$ cat config.mk
export PLATFORM = sky130hd
export DESIGN_NAME = aqp_ovl_font_ctrl
export DESIGN_NICKNAME = d
export VERILOG_FILES = /design/src/rtl/aqp_ovl_font_ctrl.sv
export SDC_FILE = /design/constraint.sdc
export NUM_CORES = 1
export LEC_CHECK = 0
export ABC_AREA = 1
export CAP_MARGIN = 25
export CELL_PAD_IN_SITES_DETAIL_PLACEMENT = 0
export CELL_PAD_IN_SITES_GLOBAL_PLACEMENT = 1
export CORE_ASPECT_RATIO = 1.5
export CORE_MARGIN = 5
export CORE_UTILIZATION = 26
export DETAILED_ROUTE_END_ITERATION = 8
export PLACE_DENSITY = 0.79
export SLEW_MARGIN = 20
export SYNTH_ARGS = -nofsm -noshare
export SYNTH_HDL_FRONTEND = slang
export SYNTH_SLANG_ARGS = --single-unit
$ cat constraint.sdc
create_clock -name clk -period 1.3 [get_ports clk]
set_input_delay 0.13 -clock clk [delete_from_list [all_inputs] [get_ports clk]]
set_output_delay 0.13 -clock clk [all_outputs]
set_load 0.1 [all_outputs]
$ cat src/rtl/aqp_ovl_font_ctrl.sv
// Overlay font RAM access controller: renderer/CPU read arbitration and a
// CPU-write / bulk-fill write path driving a 2-port font RAM.
module aqp_ovl_font_ctrl #(
  parameter int ADDR_W = 11,
  parameter int DATA_W = 8
) (
  input  logic              clk,
  input  logic              reset,
  input  logic              vid_rd_en,
  input  logic [ADDR_W-1:0] vid_rdaddr,
  output logic [DATA_W-1:0] vid_rddata,
  input  logic              cpu_rd_req,
  input  logic [ADDR_W-1:0] cpu_rd_addr,
  output logic [DATA_W-1:0] cpu_rd_data,
  output logic              cpu_rd_ack,
  input  logic              cpu_wr,
  input  logic [ADDR_W-1:0] cpu_wr_addr,
  input  logic [DATA_W-1:0] cpu_wr_data,
  output logic              cpu_wr_ready,
  input  logic              fill_start,
  input  logic [DATA_W-1:0] fill_value,
  output logic              fill_busy,
  output logic              fill_done,
  output logic [ADDR_W-1:0] ram_wraddr,
  output logic [DATA_W-1:0] ram_wrdata,
  output logic              ram_wren,
  output logic [ADDR_W-1:0] ram_rdaddr,
  input  logic [DATA_W-1:0] ram_rddata
);

  typedef enum logic {
    S_IDLE = 1'b0,
    S_FILL = 1'b1
  } state_t;

  localparam logic [ADDR_W-1:0] LAST_ADDR = '1;

  // Read path state
  logic              rd_pend_q, rd_pend_d;
  logic              rd_ack_q,  rd_ack_d;
  logic [DATA_W-1:0] rd_data_q, rd_data_d;

  // Write path state
  state_t            state_q, state_d;
  logic [ADDR_W-1:0] cnt_q, cnt_d;
  logic [DATA_W-1:0] fill_val_q, fill_val_d;
  logic              wren_q, wren_d;
  logic [ADDR_W-1:0] wraddr_q, wraddr_d;
  logic [DATA_W-1:0] wrdata_q, wrdata_d;
  logic              done_q, done_d;

  // The renderer owns the read port whenever it asks; the CPU gets the idle slots.
  assign ram_rdaddr = vid_rd_en ? vid_rdaddr : cpu_rd_addr;
  assign vid_rddata = ram_rddata;

  // NOTE: every always_comb output gets a default before any branch, so no path
  // leaves a variable unassigned and no latch is inferred.
  always_comb begin
    rd_pend_d = cpu_rd_req && !vid_rd_en && !rd_pend_q && !rd_ack_q;
    rd_ack_d  = rd_pend_q;
    rd_data_d = rd_data_q;
    if (rd_pend_q) rd_data_d = ram_rddata;
  end

  always_comb begin
    state_d    = state_q;
    cnt_d      = cnt_q;
    fill_val_d = fill_val_q;
    wren_d     = 1'b0;
    wraddr_d   = wraddr_q;
    wrdata_d   = wrdata_q;
    done_d     = 1'b0;
    case (state_q)
      S_IDLE: begin
        if (cpu_wr) begin
          wren_d   = 1'b1;
          wraddr_d = cpu_wr_addr;
          wrdata_d = cpu_wr_data;
        end
        if (fill_start) begin
          fill_val_d = fill_value;
          cnt_d      = '0;
          state_d    = S_FILL;
        end
      end
      S_FILL: begin
        wren_d   = 1'b1;
        wraddr_d = cnt_q;
        wrdata_d = fill_val_q;
        cnt_d    = cnt_q + ADDR_W'(1);
        // Leave on the last address itself so the counter never wraps into a re-fill.
        if (cnt_q == LAST_ADDR) begin
          state_d = S_IDLE;
          done_d  = 1'b1;
        end
      end
      default: state_d = S_IDLE;
    endcase
  end

  // NOTE: state registers use non-blocking assignments so every register samples
  // the pre-edge value of its inputs regardless of statement order.
  always_ff @(posedge clk or posedge reset) begin
    if (reset) begin
      rd_pend_q  <= 1'b0;
      rd_ack_q   <= 1'b0;
      rd_data_q  <= '0;
      state_q    <= S_IDLE;
      cnt_q      <= '0;
      fill_val_q <= '0;
      wren_q     <= 1'b0;
      wraddr_q   <= '0;
      wrdata_q   <= '0;
      done_q     <= 1'b0;
    end else begin
      rd_pend_q  <= rd_pend_d;
      rd_ack_q   <= rd_ack_d;
      rd_data_q  <= rd_data_d;
      state_q    <= state_d;
      cnt_q      <= cnt_d;
      fill_val_q <= fill_val_d;
      wren_q     <= wren_d;
      wraddr_q   <= wraddr_d;
      wrdata_q   <= wrdata_d;
      done_q     <= done_d;
    end
  end

  assign cpu_rd_data  = rd_data_q;
  assign cpu_rd_ack   = rd_ack_q;
  assign fill_busy    = (state_q == S_FILL);
  assign cpu_wr_ready = !fill_busy;
  assign fill_done    = done_q;
  assign ram_wren     = wren_q;
  assign ram_wraddr   = wraddr_q;
  assign ram_wrdata   = wrdata_q;

endmodule
# Word level (Yosys, flattened, before mapping)
# Cells that the tools add are included.
totals:
  latchBits: 0
  ramBits: 0
  out_inout_bits: 51
  memories: 0
  register_bits: 51
  inputBits: 63
  romBits: 0
classes:
  n_bitwise: 1
  reduce_logical: 8
  eq_ne: 3
  shift: 0
  n_addsub: 1
  muxes: 14
  magnitude_cmp: 0
  multipliers: 0
  div: 0
ops:
  columns: ["cell", "count"]
  rows:
  - ["$pmux W11 S2", 2]
  - ["$mux W11", 3]
  - ["$pmux W8 S2", 1]
  - ["$add A11 B1 Y11 const B", 1]
  - ["$eq A11 B11 Y1 const B", 1]
  - ["$mux W8", 1]
  - ["$mux W1", 5]
  - ["$logic_not A1 Y1", 4]
  - ["$ne A2 B2 Y1 const B", 2]
  - ["$pmux W1 S2", 2]
  - ["$logic_and A1 B1 Y1", 3]
  - ["$reduce_and A2 Y1", 1]
  - ["$not A1 Y1", 1]

# Depth between registers and ports, before layout
depth:
  ltp_word: 4
  depth_mapped: 7
  ltp_nobuf: 7

# Worst setup path before layout
# No wires, ideal clock.
synth_timing:
  path_kind: "flip-flop to flip-flop"
  from: "register state_q, in the netlist fill_busy"
  to: "register wraddr_q[1], in the netlist ram_wraddr[1]"
  path_stages_with_launch: 7
  setup_ps: 128
  synth_period_minus_slack_ps: 2122
  slack_ps: -822
  t_arrival_ps: 1993
  cell_sequence: "dfrtp_1 -> inv_2 -> nand2_2 -> inv_4 -> buf_6 -> nand2_1 -> nand3_1"
synth_via:
  elab_chain_len: 2
  elab_cells_between_ends: 3
  classes_between: "eq/ne (1); mux (1); bitwise (1)"
synth_lines:
  columns: ["element", "line_no", "text"]
  rows:
  - ["from (decl)", "44", "state_t state_q, state_d;"]
  - ["from (signal assigned)", "119", "state_q <= state_d;"]
  - ["$not A1 Y1 (no source line)", null, null]
  - ["$pmux W11 S2 or $ne A2 B2 Y1 (tied branches)", null, null]
  - ["to (signal assigned)", "123", "wraddr_q <= wraddr_d;"]
  - ["to (decl)", "48", "logic [ADDR_W-1:0] wraddr_q, wraddr_d;"]
# Parallel ways exist; a longest one is shown, timed or not.
# A chain may end at the register's enable or synchronous reset.

# Worst setup path in the final report
layout_timing:
  from: "register state_q, in the netlist fill_busy"
  to: "output port fill_busy"
layout_rtl:
  columns: ["element", "line_no", "text"]
  rows:
  - ["to (decl)", "22", "output logic fill_busy,"]
# No word-level cell between the ends.

==> run summary <==
Relative slew slack: 74.3%
HPWL Detailed: 5.88 mm
Drt via density: 4.43
Top post-synthesis cells by area: dfrtp_1, nand2_1, mux2_2, nand3_1, buf_4
FF-to-FF setup slack: 0.05 ns
Antenna diode count: 0
Num CTS Buffers: 5
Tot Pwr: 9.42 mW
Register bit total from synthesis: 51
Multi-input logic area: 978 um2
Crit end category: output port
Reg2Reg Depth: 5
Total gr overflow: 0
H-tree depth: 2
Die Area: 11,300 um2
Setup violators final: 0
Vias in the first global route: 2,431
WL final: 7.26 mm
Multiplexer share of the synthesized area: 8.87%
Synthesized area: 2410 um2
# IOs: 114
Clock skew: 0.00368 ns
Max VDD drop: 1010 uV
Post-synthesis xor/xnor area fraction: 0%
Critical path depth in cells: 2
CTS sink count: 51
Worst Hold Class: primary input to asynchronous set/reset pin
Setup ws final: 0.00945 ns
Die Y-Extent: 128 um
FF-to-FF Start: fill_busy
Die W: 88.6 um
DR pass1 iterations: 4
Reg2Reg Capture Point: fill_done
Sequential cell area fraction in the yosys report: 52.9%
Max incr delay on CP: 0.56 ns
Synth Net Count: 325
Yosys top cell area share: 52.9%
Max FO, Critical Path: 6
Maximum operating frequency: 775 MHz
Synth warn: 0
Startpoint class of the critical path: flip-flop
Top cell type by total area after synthesis: dfrtp_1
Clock buffer depth: 2
Drt first-iter violations: 80
Post-Synthesis Cells: 261
Routed Antenna Nets: 0
CORE AREA: 9150 um2
Status: finished clean
I/O Buffers: 113
Max cap viols: 0
Register area: 1280 um2
Yosys cell types: 25
Total GRT Usage: 13.1%
RSZ-0062 raised after global routing: true
Total Nets Final: 443
Initial antenna violation count: 0
FILL cells: 842
Slowest CP cell: dfrtp_4
Largest family of logic cells by synthesized area: simple AND/OR/NAND/NOR gates
Routed len/inst: 14.8 um
Root buf cell: clkbuf_16
Largest delay contributor family on the critical path: flip-flops
Largest net degree at the start of global routing: 29
Rows: 43
Hold_buf cts: 0
CP required: 1.17 ns
Compound-Gate Fraction of Synth Area: 3.73%
Pre-CTS setup slack: -0.162 ns
P&R area growth vs syn: 85.3%
Synth Area in Adders: 0.519%
Via Count: 2,178
Share of cells above drive strength 1: 29.5%
Commonest cells after routing, fill and taps aside: nand2_1, clkdlybuf4s50_1, buf_12
CTS tree: done
WP data arrival: 1.16 ns
Kind of critical path: flip-flop to output port
Commonest non-fill, non-tap cell in the layout: nand2_1
Synth Area in Simple Gates: 26.1%
Final hold viol count: 0
Avg Cell Area, Syn: 9.24 um2
Final Wtd Congestion: 0.794
Leakage power: 2.02 nW
Pwr Density: 2110 nW/um2
Min Clock Period, post-route: 1.29 ns
Worst skew pair latency: 0.29 ns
Final worst-path cycle share: 99.3%
Worst Tran Pin Value: 0.385 ns
Initial Util: 26.4%
CP Buf/Inv Count: 2
Final Max Slew Viols: 0
DRC errors left: 0
Clk slew on worst S/H paths: 0.07 ns
First-pass GRT wire length: 11.5 mm
CP Cell Sequence: buf_6 > buf_12
## worst max path at each step
stage | start | endpoint | slack, ns
after floorplan | fill_busy | cnt_q[7] | -0.03
after global placement | vid_rd_en | ram_rdaddr[9] | -0.14
after detailed placement | vid_rd_en | ram_rdaddr[8] | -0.16
after CTS | fill_busy | cpu_wr_ready | 0.009
after global routing | fill_busy | cnt_q[7] | -0.02
final | fill_busy | fill_busy | 0.009
## cells in the mapped netlist (all sizes together)
cell type / instances
nand2: 101
dfrtp: 51
nand3: 23
inv: 19
mux2: 19
buf: 15
nor2: 15
o211ai: 6
a21oi: 3
nand4: 2
o21ai: 2
a22o: 1
a22oi: 1
ha: 1
nor3: 1
nor4: 1
## report_power, final
group	switching, mW	total [mW]	leakage, nW	internal (mW)
Combinational	3.34	5.28	1.32	1.94
Clock	0.577	1.48	0.0838	0.908
Sequential	0.544	2.66	0.617	2.11
## sequential cells by signal (all words and copies together), names as in the netlist
name and cells:
cnt_q 11, ram_wraddr 11, cpu_rd_data 8, fill_val_q 8, ram_wrdata 8, cpu_rd_ack 1, fill_busy 1, fill_done 1
ram_wren 1, rd_ack_d 1
## timing repair
item                       CTS  global route
buffers inserted             2             2
hold endpoints to repair     0             0
resized for setup            3             4
pin swaps                    0             1
setup endpoints to repair   12             6
gates cloned                 1             0
## cell type report
| type | count | area share (%) |
|---|---|---|
| clock buffer | 5 | 2.80 |
| tap | 112 | 3.13 |
| sequential | 51 | 28.6 |
| multi-input combinational | 176 | 21.9 |
| timing repair buffer | 126 | 40.5 |
| clock inverter | 3 | 0.980 |
| inverter | 19 | 2.07 |
## through the flow
step	TNS (ns)	utilization, %	cell area, um2	cells	hold WS [ns]
global route	-0.0388	48.9	4470	492	0.178
finish	0	48.9	4470	492	0.146
floorplan	-0.430	-	2460	261	0.179
global placement	-1.53	46.2	4220	479	0.461
CTS	0	48.6	4440	490	0.150
detailed placement	-1.72	46.2	4220	479	0.465
## logic make-up (layout without fill, tap and decap cells)
logic type / Yosys count / count (layout)
AO/OA/AOI/OAI: 13 / 13
adder cells (fa/ha/maj): 1 / 1
buffers and inverters: 34 / 153
flip-flops: 51 / 51
multiplexers: 19 / 19
AND/OR/NAND/NOR: 143 / 143
## metal layers
| layer | track usage (%) | share of wire, % | up-vias |
|---|---|---|---|
| li1 | - | - | 1061 |
| met1 | 12.3 | 33 | 1034 |
| met2 | 25.8 | 57 | 72 |
| met3 | 2.89 | 6.7 | 11 |
| met4 | 5.25 | 3.0 | 0 |
| met5 | 0 | 0 | - |
Note: power is estimated with default switching activity, not from simulation.
